==> src/rtl/mem_stage_lsu.sv <==
// Purpose: MEM-stage load/store unit, formats loads/stores for a 32-bit byte-strobed bus.
// Latency: 3 cycles minimum per access (IDLE, REQ, DONE); bus waits stretch REQ up to TIMEOUT cycles.
// Backpressure: StallM freezes the pipeline from acceptance through REQ; mem_ready completes, timeout aborts.
module mem_stage_lsu #(
    parameter int WIDTH   = 32,
    parameter int TIMEOUT = 16
) (
    input  logic             clk,
    input  logic             rst_n,
    input  logic [WIDTH-1:0] ALUResultM,
    input  logic [WIDTH-1:0] WriteDataM,
    input  logic             MemWriteM,
    input  logic             MemReadM,
    input  logic [2:0]       Funct3M,
    output logic [WIDTH-1:0] RDDataMemM,
    output logic             StallM,
    output logic             MisalignM,
    output logic             BusErrM,
    output logic             mem_req,
    output logic             mem_we,
    output logic [WIDTH-1:0] mem_addr,
    output logic [WIDTH-1:0] mem_wdata,
    output logic [3:0]       mem_wstrb,
    input  logic             mem_ready,
    input  logic [WIDTH-1:0] mem_rdata
);

    localparam int CNT_W = (TIMEOUT > 1) ? $clog2(TIMEOUT) : 1;
    localparam logic [CNT_W-1:0] CNT_LAST = CNT_W'(TIMEOUT - 1);

    typedef enum logic [1:0] {
        IDLE = 2'd0,
        REQ  = 2'd1,
        DONE = 2'd2
    } state_e;

    state_e             state_q;
    logic [CNT_W-1:0]   cnt_q;
    logic [WIDTH-1:0]   result_q;
    logic               mem_req_q;
    logic               mem_we_q;
    logic [WIDTH-1:0]   addr_q;
    logic [WIDTH-1:0]   wdata_q;
    logic [3:0]         wstrb_q;
    logic               bus_err_q;
    logic [2:0]         f3_q;
    logic [1:0]         off_q;

    logic               acc_vld;
    logic               is_store;
    logic               is_byte;
    logic               is_half;
    logic               is_word;
    logic               misalign;
    logic [3:0]         st_strb;
    logic [WIDTH-1:0]   st_wdata;
    logic [7:0]         ld_byte;
    logic [15:0]        ld_half;
    logic [WIDTH-1:0]   ld_fmt;

    // Decode the incoming access: size class, alignment, store strobes and lane-replicated data.
    // Funct3 encodings 011/110/111 fall into the word class because only 00/01 in the low bits pick B/H.
    always_comb begin
        acc_vld  = MemWriteM | MemReadM;
        is_store = MemWriteM;
        is_byte  = (Funct3M[1:0] == 2'b00);
        is_half  = (Funct3M[1:0] == 2'b01);
        is_word  = !is_byte && !is_half;
        misalign = (is_half && ALUResultM[0]) || (is_word && (ALUResultM[1:0] != 2'b00));
        st_strb  = 4'b1111;
        st_wdata = WriteDataM;
        if (is_byte) begin
            st_strb  = 4'b0001 << ALUResultM[1:0];
            st_wdata = WIDTH'({4{WriteDataM[7:0]}});
        end else if (is_half) begin
            st_strb  = 4'b0011 << ALUResultM[1:0];
            st_wdata = WIDTH'({2{WriteDataM[15:0]}});
        end
    end

    // Format the returned bus word using the latched offset and funct3 of the access in flight.
    always_comb begin
        ld_byte = mem_rdata[{off_q, 3'b000} +: 8];
        ld_half = off_q[1] ? mem_rdata[31:16] : mem_rdata[15:0];
        ld_fmt  = mem_rdata;
        if (f3_q[1:0] == 2'b00) begin
            ld_fmt = f3_q[2] ? {{(WIDTH-8){1'b0}}, ld_byte}
                             : {{(WIDTH-8){ld_byte[7]}}, ld_byte};
        end else if (f3_q[1:0] == 2'b01) begin
            ld_fmt = f3_q[2] ? {{(WIDTH-16){1'b0}}, ld_half}
                             : {{(WIDTH-16){ld_half[15]}}, ld_half};
        end
    end

    // Access FSM: latch the request in IDLE, hold the bus in REQ until ready or timeout, present result in DONE.
    always_ff @(posedge clk) begin
        if (!rst_n) begin
            state_q   <= IDLE;
            cnt_q     <= '0;
            result_q  <= '0;
            mem_req_q <= 1'b0;
            mem_we_q  <= 1'b0;
            addr_q    <= '0;
            wdata_q   <= '0;
            wstrb_q   <= '0;
            bus_err_q <= 1'b0;
            f3_q      <= '0;
            off_q     <= '0;
        end else begin
            case (state_q)
                IDLE: begin
                    cnt_q     <= '0;
                    bus_err_q <= 1'b0;
                    if (acc_vld && !misalign) begin
                        state_q   <= REQ;
                        mem_req_q <= 1'b1;
                        mem_we_q  <= is_store;
                        addr_q    <= {ALUResultM[WIDTH-1:2], 2'b00};
                        wdata_q   <= is_store ? st_wdata : '0;
                        wstrb_q   <= is_store ? st_strb : 4'b0000;
                        f3_q      <= Funct3M;
                        off_q     <= ALUResultM[1:0];
                    end
                end
                REQ: begin
                    // A ready in the last allowed cycle still completes normally.
                    if (mem_ready) begin
                        state_q   <= DONE;
                        mem_req_q <= 1'b0;
                        mem_we_q  <= 1'b0;
                        result_q  <= mem_we_q ? '0 : ld_fmt;
                    end else if (cnt_q == CNT_LAST) begin
                        state_q   <= DONE;
                        mem_req_q <= 1'b0;
                        mem_we_q  <= 1'b0;
                        result_q  <= '0;
                        bus_err_q <= 1'b1;
                    end else begin
                        cnt_q <= cnt_q + 1'b1;
                    end
                end
                DONE: begin
                    state_q   <= IDLE;
                    cnt_q     <= '0;
                    bus_err_q <= 1'b0;
                end
                default: begin
                    state_q   <= IDLE;
                    mem_req_q <= 1'b0;
                    mem_we_q  <= 1'b0;
                end
            endcase
        end
    end

    // Pipeline-facing status: stall covers acceptance and the whole bus wait; result only visible in DONE.
    always_comb begin
        StallM     = ((state_q == IDLE) && acc_vld && !misalign) || (state_q == REQ);
        MisalignM  = (state_q == IDLE) && acc_vld && misalign;
        RDDataMemM = (state_q == DONE) ? result_q : '0;
        BusErrM    = bus_err_q;
        mem_req    = mem_req_q;
        mem_we     = mem_we_q;
        mem_addr   = addr_q;
        mem_wdata  = wdata_q;
        mem_wstrb  = wstrb_q;
    end

endmodule

==> config.mk <==
export PLATFORM = sky130hd
export DESIGN_NAME = mem_stage_lsu
export DESIGN_NICKNAME = d
export VERILOG_FILES = /design/src/rtl/mem_stage_lsu.sv
export SDC_FILE = /design/constraint.sdc
export NUM_CORES = 1
export LEC_CHECK = 0
export BUFFER_PORTS_ARGS = -buffer_cell sky130_fd_sc_hd__buf_2
export CORE_ASPECT_RATIO = 0.8
export CORE_UTILIZATION = 52
export DETAILED_ROUTE_END_ITERATION = 8
export PLACE_DENSITY_LB_ADDON = 0.2
export SYNTH_ARGS = -nofsm -noshare
export SYNTH_HDL_FRONTEND = slang
export SYNTH_SLANG_ARGS = --single-unit
==> constraint.sdc <==
create_clock -name clk -period 4.4 [get_ports clk]
set_input_delay 0.22 -clock clk [delete_from_list [all_inputs] [get_ports clk]]
set_output_delay 0.22 -clock clk [all_outputs]
set_load 0.02 [all_outputs]
**Word level (Yosys, flattened, before mapping)**

Index checks and enable logic that the tools add are counted.

- Bits in registers: 112
- Input port bits: 104
- Output and inout port bits: 105
- Logic and storage cells: 83

- Add/subtract/negate cells: 1
- Equal/unequal tests: 10
- Shift operators: 3
- Multiplexer cells: 31
- Bitwise gates (word level): 2
- Reductions and logical operators: 25

Operator list:

| operator | number |
|---|---|
| 32-bit 2-to-1 mux | 11 |
| 32-bit by 6-bit indexed part select with 8-bit output | 1 |
| 4-bit 2-to-1 mux | 5 |
| 16-bit 2-to-1 mux | 1 |
| 3-bit AND reduction | 3 |
| 2-bit inequality test, second input constant | 4 |
| 4-bit case mux with 2 select lines | 1 |
| 1-bit logical AND | 7 |
| 2-bit by 1-bit == test with 1-bit output, second input constant | 3 |
| 2-bit logical NOT | 3 |
| 1-bit 2-to-1 mux | 6 |
| 2-bit 2-to-1 mux | 3 |
| 1-bit case mux with 3 select lines | 2 |
| 2-bit AND reduction | 3 |
| 2-bit nonzero test | 3 |
| 4-bit by 1-bit adder with 4-bit output, second input constant | 1 |
| 4-bit == test, second input constant | 1 |
| 2-bit case mux with 2 select lines | 1 |
| 1-bit by 2-bit << shifter with 4-bit output, first input constant | 1 |
| 2-bit by 2-bit << shifter with 4-bit output, first input constant | 1 |
| 1-bit logical NOT | 3 |
| 3-bit inequality test, second input constant | 1 |
| 2-bit == test, second input constant | 1 |
| 1-bit logical OR | 2 |
| other kinds (4) | 4 |

**Logic depth before layout (Yosys ltp)**

- Word-level depth: 9
- Depth in mapped cells: 9
- Depth with buffers taken out: 6

**Worst setup path before layout**

No wires, ideal clock.

- Path kind: reg-to-output
- Start point: reg state_q[0]
- End point: out StallM
- Arrival: 1.544 ns
- Setup slack: 2.636 ns
- Stages on the path, launching flop included: 7
- Buffers on the path: 3
- Cell sequence: dfxtp_1 nor2_1 and4_1 clkbuf_1 buf_2 buf_2 or2b_1

- Longest elaborated chain between the ends: 4

RTL lines:

| item | RTL line | RTL |
|---|---|---|
| start, declared | 37 | `state_e state_q;` |
| start signal, assigned | 98 | `state_q <= IDLE;` |
| start signal, assigned | 115 | `state_q <= REQ;` |
| start signal, assigned | 128 | `state_q <= DONE;` |
| 2-bit logical NOT | 158 | `StallM = ((state_q == IDLE) && acc_vld && !misalign) \|\| (state_q == REQ);` |
| 1-bit logical AND (2 in a row) | 158 |  |
| 1-bit logical OR (*) | 158 |  |
| end, declared | 16 | `output logic StallM,` |

Mark *: on every way between the ends. The rest lies on a longest branch, timed or not.

**Worst setup path in the final report**

Ends and elaborated chain as after synthesis.

==> impl.org <==
** Timing
- Final worst-path cycle share :: 0.5977
- Setup repair after global routing left no endpoint under its margin.
- In the final timing run, aggregate negative setup slack is 0 ps.
- F_max :: between 300 and 400 MHz
- For the pin with the worst max-slew slack, the measured transition is around 1200 ps.
- Post-route worst hold slack :: around 100 ps
- The routed design could run at a clock period as short as 2630 ps.
- Worst Clk Skew :: 7.102 ps
- Number of slew-limit violations in the final report :: 0
- Worst rel slew slack :: 0.2254
- Setup violations remaining at the end of the flow were counted as 0.
- Final hold viol count :: 0

** Clocking
- # H-tree levels :: 3
- Register clock-pin slew on the reported worst setup and hold paths :: around 70 ps
- Clock tree synthesis selected as its root buffer the cell sky130_fd_sc_hd__clkbuf_16.
- In this run, post-CTS repair resized a total of 0 instances.
- Number of buffers created by CTS :: 9
- Number of buffers inserted by hold repair at cts :: 0
- TritonCTS clock tree :: done
- Postcts setup bufs :: 0
- Longest Clk Path Bufs :: 2
- Worst-skew pair later-pin latency :: about 350 ps
- Num Clock Sinks :: between 100 and 150

** Placed design
- At the end of routability-driven placement, the weighted congestion stood at about 0.86.
- Cell Count Post-Placement :: ~830
- IO buf count :: about 210
- Detail Placement HPWL :: between 9 and 10 mm

** Floorplanning
- Standard-cell row count :: 31
- The initial utilization of the core area, before any placement, comes to 0.5487.
- between 200 and 250 I/O pins were placed.
- The die covers just over 10000 µm².
- Horiz. Die Dim :: between 100 and 150 µm
- Core region area :: 9309 µm²
- Die Height :: between 90 and 100 µm

** Logic synthesis
- By area the synthesized netlist is led by sky130_fd_sc_hd__dfxtp_1 (44%), sky130_fd_sc_hd__mux2i_1 (12%), sky130_fd_sc_hd__a22o_1 (5.7%).
- After synthesis, the netlist uses between 40 and 50 different library cells.
- Sequential share of the synthesized area :: 0.4390
- The biggest area contributor in the post-synthesis netlist is sky130_fd_sc_hd__dfxtp_1.
- The cell count after synthesis came out at ~550.
- Number of flops mapped to enable cells by yosys :: 0
- The most used flip-flop cell after synthesis is sky130_fd_sc_hd__dfxtp_1.
- Area fraction of the dominant cell type after synthesis :: 0.4390
- Post-synthesis area per instance :: ~9.3 µm²
- After synthesis, the share of flip-flops with an asynchronous set or reset is 0.
- For this run, the number of Yosys warnings is 0.
- After synthesis the netlist holds a flip-flop and latch count of between 100 and 150.
- Synth Cell Area :: about 5100 µm²

** Global route
- GRT Residual Overflow :: 0
- Total Routing Usage GR :: 0.2612
- The via count of the first global-routing pass was 4392.
- Wire length of the first global-routing pass :: roughly 21 mm
- Number of antenna violations at the first check in global routing :: 0
- Maximum number of pins on one net before global-route repair :: 39

** Outcome
- The run finished with clean final reports.

** Setup path
- Required time of the critical path :: ~4200 ps
- Worst setup startpoint :: state_q[0]
- Kind of end point of the critical path :: output pin
- The startpoint identified for the worst register-to-register timing path is off_q[1].
- STA classifies the critical path startpoint as a flip-flop.
- Maximum net fanout on the critical path :: 38
- Critical path data arrival time :: between 2000 and 2500 ps
- The worst setup path is of the flip-flop to output pin kind.

** Pwr
- Across the VDD grid, the largest voltage drop is between 0.3 and 0.4 mV.
- After layout, the design draws a total of ~2.4 mW.
- Leakage power of the design :: 3.065 nW
- Cell Pwr Density :: approximately 370 nW/µm²

** Routing
- Once detail routing completed, the nets flagged for antenna violations numbered 0.
- Wire per inst :: around 16 µm
- For this block, the routed nets add up to roughly 13 mm of wire.
- Via-per-instance ratio :: 5.598
- Vias post-DR :: about 4700
- Post-route DRC :: 0
- The first detailed-routing pass took 5 iterations.
- Number of DRC violations after detailed-routing iteration 0 :: 230

** Cells and area
- Filler-free cell count of the finished design :: roughly 850
- Post-Route Utilization :: 0.6888
- The repair_antennas step left the layout with diodes totalling 0.
- Compared with the post-synthesis result, the final layout area differs by 25.55%.
- Number of nets in the layout :: about 840
- Of the cells placed in the final design, the portion with a size suffix greater than 1 is 0.3274.

** Worst hold path
- Worst hold start :: ALUResultM[7]
- The worst hold path belongs to the class input port to flip-flop.

** Run
- Across the run, the number of max-cap violations was 0.
layout by cell type (no fill, tap or decap), types with 2 or more instances in the layout:
cell | Yosys | routed
sky130_fd_sc_hd__nor2_1 | 64 | 64
sky130_fd_sc_hd__clkbuf_16 | 0 | 9
sky130_fd_sc_hd__clkinv_2 | 0 | 2
sky130_fd_sc_hd__a211oi_1 | 2 | 2
sky130_fd_sc_hd__a22o_1 | 33 | 33
sky130_fd_sc_hd__or2b_1 | 2 | 2
sky130_fd_sc_hd__nor3_1 | 3 | 3
sky130_fd_sc_hd__o21ai_0 | 35 | 35
sky130_fd_sc_hd__nand4_1 | 2 | 2
sky130_fd_sc_hd__mux2i_1 | 61 | 61
sky130_fd_sc_hd__a31oi_1 | 2 | 2
sky130_fd_sc_hd__nand2_1 | 39 | 39
sky130_fd_sc_hd__buf_4 | 2 | 3
sky130_fd_sc_hd__dfxtp_1 | 112 | 112
sky130_fd_sc_hd__nand2b_1 | 20 | 20
sky130_fd_sc_hd__mux4_2 | 7 | 7
sky130_fd_sc_hd__nor2b_1 | 10 | 10
sky130_fd_sc_hd__or2_2 | 2 | 2
sky130_fd_sc_hd__inv_6 | 0 | 3
sky130_fd_sc_hd__ha_1 | 5 | 5
sky130_fd_sc_hd__conb_1 | 1 | 2
sky130_fd_sc_hd__inv_1 | 13 | 13
sky130_fd_sc_hd__a21oi_1 | 21 | 21
sky130_fd_sc_hd__a221o_1 | 7 | 7
sky130_fd_sc_hd__o22ai_1 | 16 | 16
sky130_fd_sc_hd__buf_2 | 7 | 206
sky130_fd_sc_hd__and2_1 | 33 | 33
critical path, stage by stage, from the launching register on:
cell,delay [ps]
sky130_fd_sc_hd__dfxtp_1,360
sky130_fd_sc_hd__nor2_1,280
sky130_fd_sc_hd__and4_2,1040
sky130_fd_sc_hd__or2b_1,190
sky130_fd_sc_hd__buf_2,170
metal layers:
layer / vias to the layer above / GRT usage / wire, µm
li1: 2282 / - / -
met1: 2231 / 0.3343 / 5834
met2: 215 / 0.4306 / 6284
met3: 19 / 0.07919 / 1052
met4: 0 / 0.06222 / 137
met5: - / 0 / 0
final timing paths:
path                                     end  slack [ps]  cells after the start
worst max-delay path                  StallM        1770                      4
worst min-delay path             mem_addr[7]         100                      3
worst max register to register  result_q[25]        1800                      4
worst min register to register   result_q[5]         450                      2
layout make-up:
cell class | instances | area (µm²)
Clock inverter | 6 | 66.31
Fill cell | 785 | 2897
Multi-Input combinational cell | 384 | 2633
Sequential cell | 112 | 2242
Inverter | 13 | 48.80
Tap cell | 115 | 143.9
Clock buffer | 9 | 225.2
Timing Repair Buffer | 209 | 1054
cell usage after synthesis (all sizes together) (2+ instances only):
library cell,number
a211oi,3
a21oi,21
a221o,7
a22o,33
a31oi,2
a41oi,2
and2,33
and4,2
buf,14
clkbuf,30
dfxtp,112
ha,5
inv,13
mux2i,61
mux4,7
nand2,39
nand2b,20
nand4,2
nor2,64
nor2b,10
nor3,3
o21ai,35
o22ai,16
or2,2
or2b,2
power by group:
| part | total [mW] | leakage, nW | switching (mW) | internal [mW] |
|---|---|---|---|---|
| Clock | 0.822 | 0.146 | 0.379 | 0.443 |
| Sequential | 1.12 | 0.914 | 0.0471 | 1.08 |
| Combinational | 0.423 | 2.01 | 0.245 | 0.178 |
through the flow:
stage               setup WS, ps  cell area [µm²]
floorplan                   2636             5111
global placement            1888             6121
detailed placement          1769             6121
CTS                         1727             6412
global route                1594             6412
finish                      1770             6412
sequential cells by signal (all words and copies together) (netlist names):
signal and count:
mem_wstrb 4, f3_q 3, mem_addr 30, state_q 2
BusErrM 1, mem_wdata 32, mem_we 1, cnt_q 4
result_q 32, off_q 2, mem_req 1
cell families (layout without fill, tap and decap cells):
| logic type | Yosys count | after routing | synth area share |
|---|---|---|---|
| AO/OA/AOI/OAI | 124 | 124 | 0.1695 |
| XOR/XNOR | 2 | 2 | 0.003430 |
| adder cells (fa/ha/maj) | 5 | 5 | 0.01225 |
| buffers and inverters | 57 | 237 | 0.04801 |
| flip-flops | 112 | 112 | 0.4390 |
| multiplexers | 69 | 69 | 0.1526 |
| other | 1 | 2 | 0.0007342 |
| AND/OR/NAND/NOR | 182 | 182 | 0.1744 |
Note: power is estimated with default switching activity, not from simulation.
